==> src/rtl/skolem_chk_pkg.sv <==
// Shared types and helpers for the Skolem sweep checker: FSM state encoding,
// default widths and the signed comparison used by the formula evaluator.
package skolem_chk_pkg;

  typedef enum logic [2:0] {
    ST_IDLE   = 3'd0,
    ST_DRIVE  = 3'd1,
    ST_SETTLE = 3'd2,
    ST_SAMPLE = 3'd3,
    ST_DONE   = 3'd4
  } state_t;

  localparam int A_W_DEF = 4;
  localparam int VEC_W   = 2 * A_W_DEF;
  localparam int CNT_W   = VEC_W + 1;

  // Operands arrive already sign-extended to 32 bits, so one helper serves any A_W.
  function automatic logic slt_signed(input logic signed [31:0] a,
                                      input logic signed [31:0] b);
    return a < b;
  endfunction

endpackage

==> src/rtl/skolem_sweep_checker_spec_eval.sv <==
// Combinational evaluator of phi(a,b,y) = (a*zext(y)) mod 2^A_W <s b.
// A vector fails when some y satisfies phi but the supplied y does not.
module spec_eval
  import skolem_chk_pkg::*;
#(
  parameter int A_W = 4
) (
  input  logic [A_W-1:0] a_i,
  input  logic [A_W-1:0] b_i,
  input  logic           y_i,
  output logic           fail_o
);

  logic signed [31:0] a_s;
  logic signed [31:0] b_s;
  logic               phi0;
  logic               phi1;
  logic               phi_y;

  assign a_s = {{(32-A_W){a_i[A_W-1]}}, a_i};
  assign b_s = {{(32-A_W){b_i[A_W-1]}}, b_i};

  // y=0 zeroes the product, y=1 leaves a unchanged.
  assign phi0   = slt_signed(32'sd0, b_s);
  assign phi1   = slt_signed(a_s, b_s);
  assign phi_y  = y_i ? phi1 : phi0;
  assign fail_o = (phi0 | phi1) & ~phi_y;

endmodule

==> config.mk <==
export PLATFORM = sky130hd
export DESIGN_NAME = spec_eval
export DESIGN_NICKNAME = d
export VERILOG_FILES = /design/src/rtl/skolem_chk_pkg.sv /design/src/rtl/skolem_sweep_checker_spec_eval.sv
export SDC_FILE = /design/constraint.sdc
export NUM_CORES = 1
export LEC_CHECK = 0
export BUFFER_PORTS_ARGS = -buffer_cell sky130_fd_sc_hd__buf_4
export CORE_AREA = 2 2 39 41
export DETAILED_ROUTE_END_ITERATION = 10
export DIE_AREA = 0 0 41 43
export REMOVE_ABC_BUFFERS = 1
export SLEW_MARGIN = 5
export SYNTH_ARGS = -nofsm -noshare
export SYNTH_HDL_FRONTEND = slang
export SYNTH_SLANG_ARGS = --single-unit
==> constraint.sdc <==
create_clock -name vclk -period 1.71
set_input_delay 0.342 -clock vclk [all_inputs]
set_output_delay 0.342 -clock vclk [all_outputs]
set_load 0.01 [all_outputs]
## After elaboration in Yosys (flattened, before gate mapping)

Cells that the tools add are included.
Widths: inputs -> output; s select.

- Register bits after elaboration: 0
- Input port bits: 9
- Output and inout port bits: 1
- Word-level logic and storage cells: 6

- Magnitude comparators: 2
- Mux-type cells: 1
- Bitwise operators: 3

Operators with widths:

| operator | count |
|---|---|
| $lt 1x4->1 const A | 1 |
| $lt 4x4->1 | 1 |
| $and 1x1->1 | 1 |
| $mux 1 | 1 |
| $not 1->1 | 1 |
| $or 1x1->1 | 1 |

## Logic depth before layout (Yosys ltp)

- Word-level depth: 4
- Depth in mapped cells: 6
- Depth with buffers taken out: 6

## Worst setup path after synthesis

Ideal clock, no wire load.

- Kind: input to output
- Start: input port b_i[2]
- End: output port fail_o
- Data arrival time: 1.370 ns
- Required time: 1.368 ns
- Path slack: -0.002 ns
- Stages on the path: 5
- Buffers on the path: 0
- Cell sequence: inv_1 -> ha_1 -> a2111oi_2 -> a22oi_1 -> mux2i_1

- Word-level cells in the longest chain between the ends: 4
- Elaborated cells on any way between the ends: 6
- Those cells by class: 2 x order compare; 1 x mux; 3 x bitwise

RTL lines:

| item | RTL line | text |
|---|---|---|
| from (decl) | skolem_sweep_checker_spec_eval.sv:9 | `input logic [A_W-1:0] b_i,` |
| $lt 1x4->1 or $lt 4x4->1 (tied branches) | skolem_chk_pkg.sv:20 | `return a < b;` |
| $mux 1 | skolem_sweep_checker_spec_eval.sv:26 | `assign phi_y = y_i ? phi1 : phi0;` |
| $not 1->1 | skolem_sweep_checker_spec_eval.sv:27 | `assign fail_o = (phi0 \| phi1) & ~phi_y;` |
| $and 1x1->1 * | skolem_sweep_checker_spec_eval.sv:27 |  |
| to (decl) | skolem_sweep_checker_spec_eval.sv:11 | `output logic fail_o` |

Every way passes the cells marked *; elsewhere a longest branch is shown, timed or not.

## Worst setup path in the final report

Ends and elaborated chain as after synthesis.

==> flow_summary_export.csv <==
group,metric,value,unit
setup_path,worstSetupStartpointType,"input port",
route,drc,0,
pwr,p_leak,0.128,nW
route,vias,148,
global_route,antenna_found_initial,0,
setup_path,worstSetupPathType,"in -> out",
global_route,grt_usage,4.10,%
global_route,grt_pass1_vias,157,
sta,setup_ws,-0.0153,ns
setup_path,critPathMaxFanout,2,
cells_and_area,final_cell_mix,"buf_4 (9), inv_4 (2), inv_2 (2), ha_4 (2), buf_6 (2)",
cells_and_area,n_antenna_cell,0,
route,wl,317,um
floorplan,die_area,1760,um2
cells_and_area,final_common_cell,"buf_4",
setup_path,arrival,1.38,ns
route,avgRoutedWirePerCell,7.37,um
sta,relSlewSlack,82.1,%
cells_and_area,drive_gt1_share,81.5,%
sta,finalHoldViolations,0,
global_route,grt_pass1_wl,545,um
cells_and_area,regArea,0,um2
setup_path,end_kind,"output pin",
cells_and_area,layout.nets,41,
floorplan,die_h,43,um
sta,layout_min_cycle_time,1.73,ns
floorplan,dieWidth,41,um
cells_and_area,area_delta_synth_final,156,%
cts,hold_buffers,0,
global_route,top_usage_layer,"met2",
sta,finalSetupViolations,1,
yosys,synthTopCellsByArea,"ha_1 (33%), inv_1 (17%), a2111oi_2 (13%)",
cells_and_area,clkbuf_count,0,
place,pre_cts_slack,-0.187,ns
global_route,grt_start_max_net_pins,3,
yosys,syn_avg_cell_area,7.51,um2
sta,tightest_slew,0.268,ns
global_route,met2_usage,7.19,%
yosys,synth_warnings,0,
yosys,synth_top_family_by_area,"adder cells",
sta,rsz0062_at_grt,"yes",
place,io_buffers,10,
yosys,synth_top_cell_by_area,"ha_1",
route,viasPerCell,3.44,
floorplan,initial_utilization,8.14,%
cells_and_area,multi_input_area,139,um2
place,gp_congestion,0.623,
cells_and_area,utilization,20.8,%
pwr,pwr_density_cell,255,nW/um2
run_status,violations,"negative setup slack",
yosys,synth_area,113,um2
sta,fmax,580,MHz
floorplan,core_area,1380,um2
setup_path,cp_slowest_cell,"a2111oi_4",
route,first_pass_iters,2,
yosys,synthAdderAreaFrac,33.3,%
pwr,vdd_drop_max,0.0511,mV
yosys,synth_mux_area_share,8.89,%
run_status,status,"finished, violations left",
route,drt_iter0_drc,2,
yosys,synth_compound_area_share,32.2,%
yosys,ys_seq_area_share,0,%
setup_path,cpPeakStageDelay,0.30,ns
global_route,use_met3,0,%
global_route,overflow,0,
yosys,yosysUniqueCellTypes,9,
cells_and_area,nFlopsAndLatches,0,
floorplan,io_pins,10,
worst_hold_path,hold_path_class,"in -> out",
run,maxCapViolCount,0,
route,ant_nets,0,
yosys,synth_cells,15,
yosys,synth_xor_area_share,0,%
yosys,synth_top_area_share,33.3,%
global_route,met1_usage,5.70,%
sta,fin_crit_sh,101,%
floorplan,rows,14,
yosys,synthSimpleGateAreaFrac,8.89,%
sta,finalMaxSlewViolations,0,
setup_path,crit_chain,"buf_6, inv_4, ha_4, a2111oi_4, a22oi_2, mux2i_1, buf_4",
sta,tns,-0.0153,ns
cells_and_area,fill_cells,161,
setup_path,cp.required,1.37,ns
==> cells in the mapped netlist <==
cell type  number
inv_1           5
ha_1            3
a2111oi_2       1
a22oi_1         1
a31oi_1         1
mux2i_1         1
nand2_1         1
o211ai_1        1
or2_2           1
==> report_power, final <==
part,total [mW],internal (mW),switching [mW]
clock network,0,0,0
logic,0.0734,0.0453,0.0282
registers,0,0,0
total,0.0734,0.0453,0.0282
==> cell families after synthesis <==
logic type | Yosys count
muxes | 1
and+or+nand+nor | 2
adders and majority gates | 3
buffers and inverters | 5
AOI/OAI and AO/OA | 4
==> final timing paths <==
path                  cells after the start      to  startpoint  slack [ns]
worst max-delay path                      7  fail_o      b_i[2]       -0.02
worst min-delay path                      4  fail_o         y_i        1.04
==> worst max-delay path, delay by kind of cell <==
family	cells	cell delay, ns
AOI/OAI and AO/OA	2	0.39
adders and majority gates	1	0.20
buffers and inverters	3	0.29
muxes	1	0.16
==> layer usage <==
metal  vias to the layer above  share of wire, %
li1                         78                 -
met1                        65                45
met2                         5                47
met3                         0               7.9
met4                         0                 0
met5                         -                 0
==> per-stage QoR <==
| stage | hold slack [ns] | area [um2] | cells | total power [mW] |
|---|---|---|---|---|
| final | 1.04 | 288 | 43 | 0.0734 |
| after detailed placement | 1.04 | 215 | 42 | 0.0497 |
| after global placement | 1.04 | 215 | 42 | 0.0491 |
| after CTS | 1.04 | 262 | 43 | 0.0629 |
| after global routing | 1.07 | 288 | 43 | 0.0816 |
| after floorplan | 0.818 | 113 | 15 | 0.0249 |
==> layout make-up <==
cell class | instances | share of cell area [%]
Inverter | 5 | 8.26
Multi-Input combinational cell | 10 | 48.3
Tap cell | 16 | 6.96
Timing Repair Buffer | 12 | 36.5
==> what timing repair did <==
| action | 4_1_cts | 5_1_grt |
|---|---|---|
| pin swaps | 3 | 4 |
| setup endpoints to repair | 1 | 1 |
| gates resized for setup | 9 | 6 |
| setup buffers | 1 | 0 |
Power figures use the tool's default switching activity.
